`config.mk`:
```
export PLATFORM = sky130hd
export DESIGN_NAME = gpi_conditioner
export DESIGN_NICKNAME = d
export VERILOG_FILES = /design/src/rtl/gpi_conditioner.sv
export SDC_FILE = /design/constraint.sdc
export NUM_CORES = 1
export LEC_CHECK = 0
export BUFFER_PORTS_ARGS = -buffer_cell sky130_fd_sc_hd__buf_2
export CAP_MARGIN = 20
export CORE_MARGIN = 2
export CORE_UTILIZATION = 56
export DETAILED_ROUTE_END_ITERATION = 16
export MAX_ROUTING_LAYER = met4
export PLACE_DENSITY_LB_ADDON = 0.2
export SYNTH_ARGS = -nofsm -noshare
export SYNTH_HDL_FRONTEND = slang
export SYNTH_SLANG_ARGS = --single-unit
```
`constraint.sdc`:
```
create_clock -name clk -period 1.51 [get_ports clk]
set_clock_uncertainty 0.1 [all_clocks]
set_input_delay 0.0755 -clock clk [delete_from_list [all_inputs] [get_ports clk]]
set_output_delay 0.0755 -clock clk [all_outputs]
set_load 0.005 [all_outputs]
```
`src/rtl/gpi_conditioner.sv`:
```
// Input conditioning for the GPI capture register: per-bit two-flop synchroniser,
// stability-count debounce, and sticky rise/fall status with write-1-to-clear and irq.
module gpi_conditioner #(
    parameter int WIDTH      = 8,
    parameter int DEB_CYCLES = 16,
    parameter int CNT_W      = 5
) (
    input  logic             clk,
    input  logic             rst_n,
    input  logic [WIDTH-1:0] pins_in,
    input  logic [WIDTH-1:0] clr_edge,
    output logic [WIDTH-1:0] deb_out,
    output logic [WIDTH-1:0] rise_sts,
    output logic [WIDTH-1:0] fall_sts,
    output logic             irq
);

    localparam logic [CNT_W-1:0] CNT_LAST = CNT_W'(DEB_CYCLES - 1);

    logic [WIDTH-1:0] sync1_q;
    logic [WIDTH-1:0] sync2_q;
    logic [WIDTH-1:0] deb_q,  deb_d;
    logic [WIDTH-1:0] rise_q, rise_d;
    logic [WIDTH-1:0] fall_q, fall_d;
    logic [CNT_W-1:0] cnt_q [WIDTH];
    logic [CNT_W-1:0] cnt_d [WIDTH];

    // NOTE: every output of this block gets a default first, so no path leaves one unassigned and no latch appears.
    always_comb begin
        deb_d  = deb_q;
        rise_d = rise_q & ~clr_edge;
        fall_d = fall_q & ~clr_edge;
        for (int i = 0; i < WIDTH; i++) begin
            cnt_d[i] = '0;
            if (sync2_q[i] != deb_q[i]) begin
                if (cnt_q[i] == CNT_LAST) begin
                    // Setting after the clear term makes a same-edge set win over clr_edge.
                    deb_d[i] = sync2_q[i];
                    if (sync2_q[i]) begin
                        rise_d[i] = 1'b1;
                    end else begin
                        fall_d[i] = 1'b1;
                    end
                end else begin
                    cnt_d[i] = cnt_q[i] + CNT_W'(1);
                end
            end
        end
    end

    // NOTE: state updates use non-blocking assignments so every flop samples pre-edge values.
    always_ff @(posedge clk) begin
        if (!rst_n) begin
            sync1_q <= '0;
            sync2_q <= '0;
            deb_q   <= '0;
            rise_q  <= '0;
            fall_q  <= '0;
            // NOTE: the counter array is reset too, so a debounce interrupted by reset restarts from zero.
            for (int i = 0; i < WIDTH; i++) begin
                cnt_q[i] <= '0;
            end
        end else begin
            sync1_q <= pins_in;
            sync2_q <= sync1_q;
            deb_q   <= deb_d;
            rise_q  <= rise_d;
            fall_q  <= fall_d;
            cnt_q   <= cnt_d;
        end
    end

    assign deb_out  = deb_q;
    assign rise_sts = rise_q;
    assign fall_sts = fall_q;
    assign irq      = |(rise_q | fall_q);

endmodule

```
==> summary.md, run 1 <==
| Metric | Value |
|---|---|
| Outcome | `complete, no violations` |
| Layout Nets | `415` |
| Core Region | `0.00544 mm2` |
| Gr ovfl total | `0` |
| Vias in the first global route | `roughly 2200` |
| Initial core utilization | `between 50% and 60%` |
| #FFs+latches synth | `80` |
| Dominant cell type by area after synthesis | `dfxtp_1` |
| Ant. Diodes | `0` |
| Clock tree buffer depth | `2` |
| Maxcap violations | `0` |
| Mux share of post-synthesis cell area | `under 10%` |
| Yosys top cell area share | `51.2%` |
| Final setup fails | `0` |
| Post-Synth XOR/XNOR Area | `6.72%` |
| CTS buffer count | `9` |
| Most frequent cells in the layout | `dfxtp_1 (78), buf_2 (42), nor2_1 (40)` |
| Detailed-route via count | `2140` |
| Worst setup path category | `reg2out` |
| Library cells used by synthesis | `22` |
| Post-synth EDFFs | `0` |
| Compound-cell area share of the yosys netlist | `3.52%` |
| Clock sinks | `80` |
| Post-DP HPWL | `3630 um` |
| Lkg Pwr | `1.75 nW` |
| Most common cell after layout, fill and taps aside | `dfxtp_1` |
| 1st-iter DRT viols | `59` |
| Routability Congestion | `approximately 0.72` |
| Wire per inst | `approximately 12 um` |
| CP required | `1.33 ns` |
| Netlist Area Pre-Place | `0.00313 mm2` |
| Setup crit start kind | `flip-flop` |
| Htree depth | `3` |
| VDD IR-drop max | `0.000837 V` |
| Worst Path Max Fanout | `3` |
| Layout area overhead | `25.2%` |
| Simple-Gate Fraction of Synth Area | `22.4%` |
| Synth Net Count | `348` |
| Post-Place Worst Slack | `-0.0111 ns` |
| Hold crit path type | `in2reg` |
| # DRC | `0` |
| M2 GR Usage | `around 32%` |
| Count of pins over their slew limit | `0` |
| DIE AREA | `0.00620 mm2` |
| Wire length after detailed routing | `5240 um` |
| Antenna violations before repair | `0` |
| Combinational family with the most area after synthesis | `simple AND/OR/NAND/NOR gates` |
| Synth warn | `0` |
| Clk slew on worst S/H paths | `approximately 0.080 ns` |
| Worst Path Arrival | `between 1 and 1.5 ns` |
| RSZ-0062 raised after global routing | `yes` |
| Tightest Pin Transition | `0.402 ns` |
| Worst path max stage delay | `0.35 ns` |
| TritonCTS clock tree | `done` |
| Fin crit share | `98.9%` |
| Slew HR | `73.2%` |
| CP max-delay cell | `dfxtp_1` |
| Post-Synth Adder-Cell Area | `9.60%` |
| Router iterations before antenna repair | `4` |
| Total GRT Usage | `19.2%` |
| Clock Tree Root | `clkbuf_8` |
| CP cell instances | `nor4_2, nand4_1, buf_2` |
| Final ANT Viol Nets | `0` |
| Synth Instances | `306` |
| Fill count | `412` |
| Share of post-route cells with drive strength above 1 | `21.0%` |
| GR Layer Usage met1 | `21.7%` |
| Die span in x | `78.8 um` |
| Input/output buffers | `42` |
| First-pass GRT wire length | `8900 um` |
| Placement Rows | `27` |
| Synth Flop Type | `dfxtp_1` |
| Worst setup EP type | `output port` |
| Skew-Pair Late Insertion Delay | `0.34 ns` |
| Pwr Total | `~0.0039 W` |
| Max Fclk | `0.670 GHz` |
| GRT Max-Usage Layer | `met2` |
| Pwr dens | `991 mW/mm2` |
| Worst Setup Slack, final | `approximately 0.017 ns` |
| Syn avg cell area | `between 10 and 15 um2` |
| Crit path time final | `1.49 ns` |
| Final Hold Fails | `0` |
| Fraction of registers with async set/reset | `0%` |
| Die height | `78.8 um` |
| Ranking of synthesized cells by area | `dfxtp_1 (51%), ha_1 (9.6%), and2_1 (4.8%)` |
| Ports | `43` |
| Pin count of the biggest net entering global routing | `25` |
| GR Util met3 | `3.75%` |
| Via density per instance | `4.77` |
| Seq/Total Area, Yosys | `51.2%` |
[sequential cells by signal, indices dropped and copies added (netlist names)]
name      count
fall_sts      8
sync2_q       8
rise_sts      8
cnt_q        40
sync1_q       8
deb_out       8
[final timing paths]
check | startpoint | end | slack, ns | cells past startpoint
worst min register to register | cnt_q[20] | cnt_q[20] | 0.32 | 1
worst max register to register | cnt_q[0] | rise_sts[7] | 0.08 | 6
worst min-delay path | rst_n | fall_sts[5] | 0.09 | 2
worst max-delay path | rise_sts[1] | irq | 0.02 | 3
[cell usage after synthesis (all sizes together) (8+ instances only)]
master	n
dfxtp	80
nor2	40
and2	24
ha	24
inv	24
nand3b	16
xor2	16
a21boi	8
and3	8
mux2i	8
nand2	8
nand2b	8
nand3	8
nor2b	8
o22ai	8
xnor2	8
[critical path, delay by kind of cell, from the launching register on]
| family | cells | cell delay [ns] |
|---|---|---|
| AND/OR/NAND/NOR | 2 | 0.48 |
| flip-flops | 1 | 0.35 |
| buffers and inverters | 1 | 0.15 |
[final cells by class]
| cell class | instances | area (um2) | share of cell area [%] |
|---|---|---|---|
| multi-input cells | 197 | 1520 | 38.8 |
| well taps | 72 | 90.1 | 2.30 |
| clock buffers | 12 | 165 | 4.22 |
| flip-flops and latches | 80 | 1610 | 41.0 |
| repair buffers | 61 | 405 | 10.3 |
| inverters | 24 | 90.1 | 2.30 |
| clock inverters | 3 | 40.0 | 1.02 |
[cell families (layout without fill, tap and decap cells)]
| logic type | count (synthesis) | in the layout |
|---|---|---|
| flops | 80 | 80 |
| simple gates | 125 | 125 |
| buf+inv | 29 | 100 |
| fa+ha+maj | 24 | 24 |
| mux | 8 | 8 |
| xor+xnor | 24 | 24 |
| compound gates | 16 | 16 |
[what timing repair did]
| action | 4_1_cts | 5_1_grt |
|---|---|---|
| endpoints found under the hold margin | 24 | 0 |
| setup endpoints to repair | 16 | 32 |
| setup buffers | 0 | 1 |
| hold buffers | 16 | 0 |
| gates resized for setup | 7 | 14 |
| pin swaps | 0 | 2 |
| gates cloned | 0 | 0 |
[metal layers]
| layer | vias to the layer above | part of all wire (%) |
|---|---|---|
| met4 | 0 | 1.6 |
| met1 | 964 | 48 |
| met5 | - | 0 |
| met3 | 6 | 3.5 |
| li1 | 1128 | - |
| met2 | 42 | 47 |
[metrics by stage]
stage	hold slack, ns	instance area (um2)	instances	utilization [%]	TNS (ns)
final	0.0924	3920	449	72.0	0
after global routing	0.103	3920	449	72.0	-0.0870
after CTS	0.0782	3850	448	70.7	0
after detailed placement	0.184	3420	417	62.9	-0.0244
after global placement	0.181	3420	417	62.9	0
after floorplan	0.103	3130	306	-	0
[report_power, final]
group | total (W) | switching [W] | internal (W)
clock network | 0.00159 | 0.000708 | 0.000885
registers | 0.00215 | 0.0000161 | 0.00213
logic | 0.000140 | 0.0000573 | 0.0000830
Note: power is estimated with default switching activity, not from simulation.
==> run 2, diff against run 1 <==
Settings changed: CORE_UTILIZATION 56 to 59, CTS_BUF_LIST set to sky130_fd_sc_hd__clkbuf_2 sky130_fd_sc_hd__clkbuf_4 sky130_fd_sc_hd__clkbuf_8.
==> run 2 against run 1 <==
  * Combinational power about the same
  * Setup slack improved by 0.047 ns
  * Worst hold slack gained 0.051 ns
==> summary.md, run 2 (same netlist as run 1, synthesis figures left out) <==
| Metric | Value |
|---|---|
| Via density per instance | `4.93` |
| Maxcap violations | `0` |
| Initial core utilization | `approximately three fifths` |
| Routability Congestion | `0.706` |
| Post-DP HPWL | `3480 um` |
| Total GRT Usage | `19.5%` |
| Count of pins over their slew limit | `0` |
| Layout Nets | `414` |
| Pwr Total | `0.00409 W` |
| Biggest register | `cnt_q` |
| Ports | `43` |
| Crit path time final | `1.45 ns` |
| Die height | `76.8 um` |
| Outcome | `complete, no violations` |
| VDD IR-drop max | `around 0.00077 V` |
| Clock sinks | `80` |
| Share of post-route cells with drive strength above 1 | `22.3%` |
| Core Region | `0.00511 mm2` |
| Setup crit start kind | `flip-flop` |
| First-pass GRT wire length | `between 8000 and 9000 um` |
| TritonCTS clock tree | `done` |
| Final ANT Viol Nets | `0` |
| Dpl cells | `415` |
| Slew HR | `81.7%` |
| Proportion of power drawn by flip-flops and latches | `between 50% and 60%` |
| Fin crit share | `a little over nine tenths` |
| Detailed-route via count | `2203` |
| Layout area overhead | `25.7%` |
| Antenna violations before repair | `0` |
| CP max-delay cell | `dfxtp_1` |
| Placement Rows | `26` |
| Htree depth | `3` |
| Skew-Pair Late Insertion Delay | `0.34 ns` |
| Wire per inst | `11.5 um` |
| Worst setup path category | `reg2reg` |
| CP most frequent cell | `ha_1` |
| Post-Place Worst Slack | `0.0137 ns` |
| Worst Setup Slack, final | `0.0641 ns` |
| Most frequent cells in the layout | `dfxtp_1 (73), buf_2 (42), nor2_1 (38)` |
| DIE AREA | `0.00590 mm2` |
| Router iterations before antenna repair | `4` |
| Sw Ratio | `18.8%` |
| Fin area | `0.00394 mm2` |
| Max reg flops | `40` |
| Wire length after detailed routing | `roughly 5200 um` |
| Pin count of the biggest net entering global routing | `25` |
| Hold crit path type | `in2reg` |
| Fill count | `356` |
| Psw | `0.000770 W` |
| Combinational share of power | `3.4%` |
| Clock Tree Root | `clkbuf_8` |
| Final setup fails | `0` |
| # DRC | `0` |
| Pwr dens | `~1000 mW/mm2` |
| Worst Path Max Fanout | `3` |
| CTS buffer count | `9` |
| Worst Path Arrival | `1.59 ns` |
| Tightest Pin Transition | `0.274 ns` |
| Fin cells | `between 400 and 500` |
| 1st-iter DRT viols | `66` |
| Ant. Diodes | `0` |
| Max Fclk | `0.692 GHz` |
| Vias in the first global route | `2038` |
| Input/output buffers | `42` |
| Most common cell after layout, fill and taps aside | `dfxtp_1` |
| CP required | `1.66 ns` |
| Area after DPL | `0.00341 mm2` |
| CP cell instances | `ha_1, and3_1, ha_1, nand2_1, o22ai_1, and2_1` |
| Worst setup EP type | `flip-flop` |
| Clk pwr share | `between 40 and 50%` |
| Final Hold Fails | `0` |
| Int Power | `about 0.0033 W` |
| Clock tree buffer depth | `2` |
| Gr ovfl total | `0` |
| Worst path max stage delay | `around 0.33 ns` |
| Clk slew on worst S/H paths | `approximately 0.080 ns` |
| Lkg Pwr | `1.77 nW` |
| RSZ-0062 raised after global routing | `yes` |
| Die span in x | `76.8 um` |
[run 2: power by group through the flow]
| stage | combinational (W) | clock [W] | sequential, W |
|---|---|---|---|
| 2_1_floorplan | 0.0000632 | 0 | 0.00220 |
| 3_3_place_gp | 0.0000939 | 0 | 0.00220 |
| 3_5_place_dp | 0.0000966 | 0 | 0.00220 |
| 4_1_cts | 0.000132 | 0.00185 | 0.00215 |
| 5_1_grt | 0.000152 | 0.00194 | 0.00215 |
| 6_report | 0.000138 | 0.00180 | 0.00215 |
[run 2: timing repair]
| action | in CTS | in global routing |
|---|---|---|
| setup endpoints to repair | 6 | 37 |
| hold buffers | 16 | 0 |
| setup buffers | 0 | 0 |
| pin swaps | 0 | 4 |
| endpoints found under the hold margin | 24 | 0 |
| gates resized for setup | 5 | 20 |
[run 2: final timing paths]
path	start	end	slack, ns	cells past startpoint
min reg2reg	cnt_q[15]	cnt_q[15]	0.31	1
max reg2reg	cnt_q[10]	rise_sts[5]	0.06	6
min	rst_n	fall_sts[4]	0.14	3
max	cnt_q[10]	rise_sts[5]	0.06	6
[run 2: area by class of cell]
type | count | area [um2] | area share [%]
sequential | 80 | 1610 | 40.9
multi-input combinational | 197 | 1520 | 38.7
timing repair buffer | 60 | 385 | 9.79
clock buffer | 14 | 180 | 4.58
inverter | 24 | 90.1 | 2.29
tap | 70 | 87.6 | 2.23
clock inverter | 2 | 60.1 | 1.53
[run 2: per-stage QoR]
step | TNS (ns) | util [%] | hold WS [ns]
2_1_floorplan | 0 | - | 0.103
3_3_place_gp | 0 | 66.7 | 0.181
3_5_place_dp | 0 | 66.7 | 0.191
4_1_cts | 0 | 75.3 | 0.112
5_1_grt | -0.0238 | 77.0 | 0.144
6_report | 0 | 77.0 | 0.143
[run 2: critical path, delay by kind of cell, from the launching register on]
kind / cells / cell delay (ns)
simple gates: 3 / 0.44
fa+ha+maj: 2 / 0.42
flops: 1 / 0.33
compound gates: 1 / 0.07
[run 2: per-layer routing]
metal  share of wire, %  routed length [um]  GRT usage, %  vias to the layer above
met3                4.4                 229          7.18                        9
li1                   -                   -             -                     1131
met1                 46                2390          22.1                     1020
met5                  0                   0             -                        -
met4                1.4                  70          7.09                        0
met2                 48                2460          31.7                       43
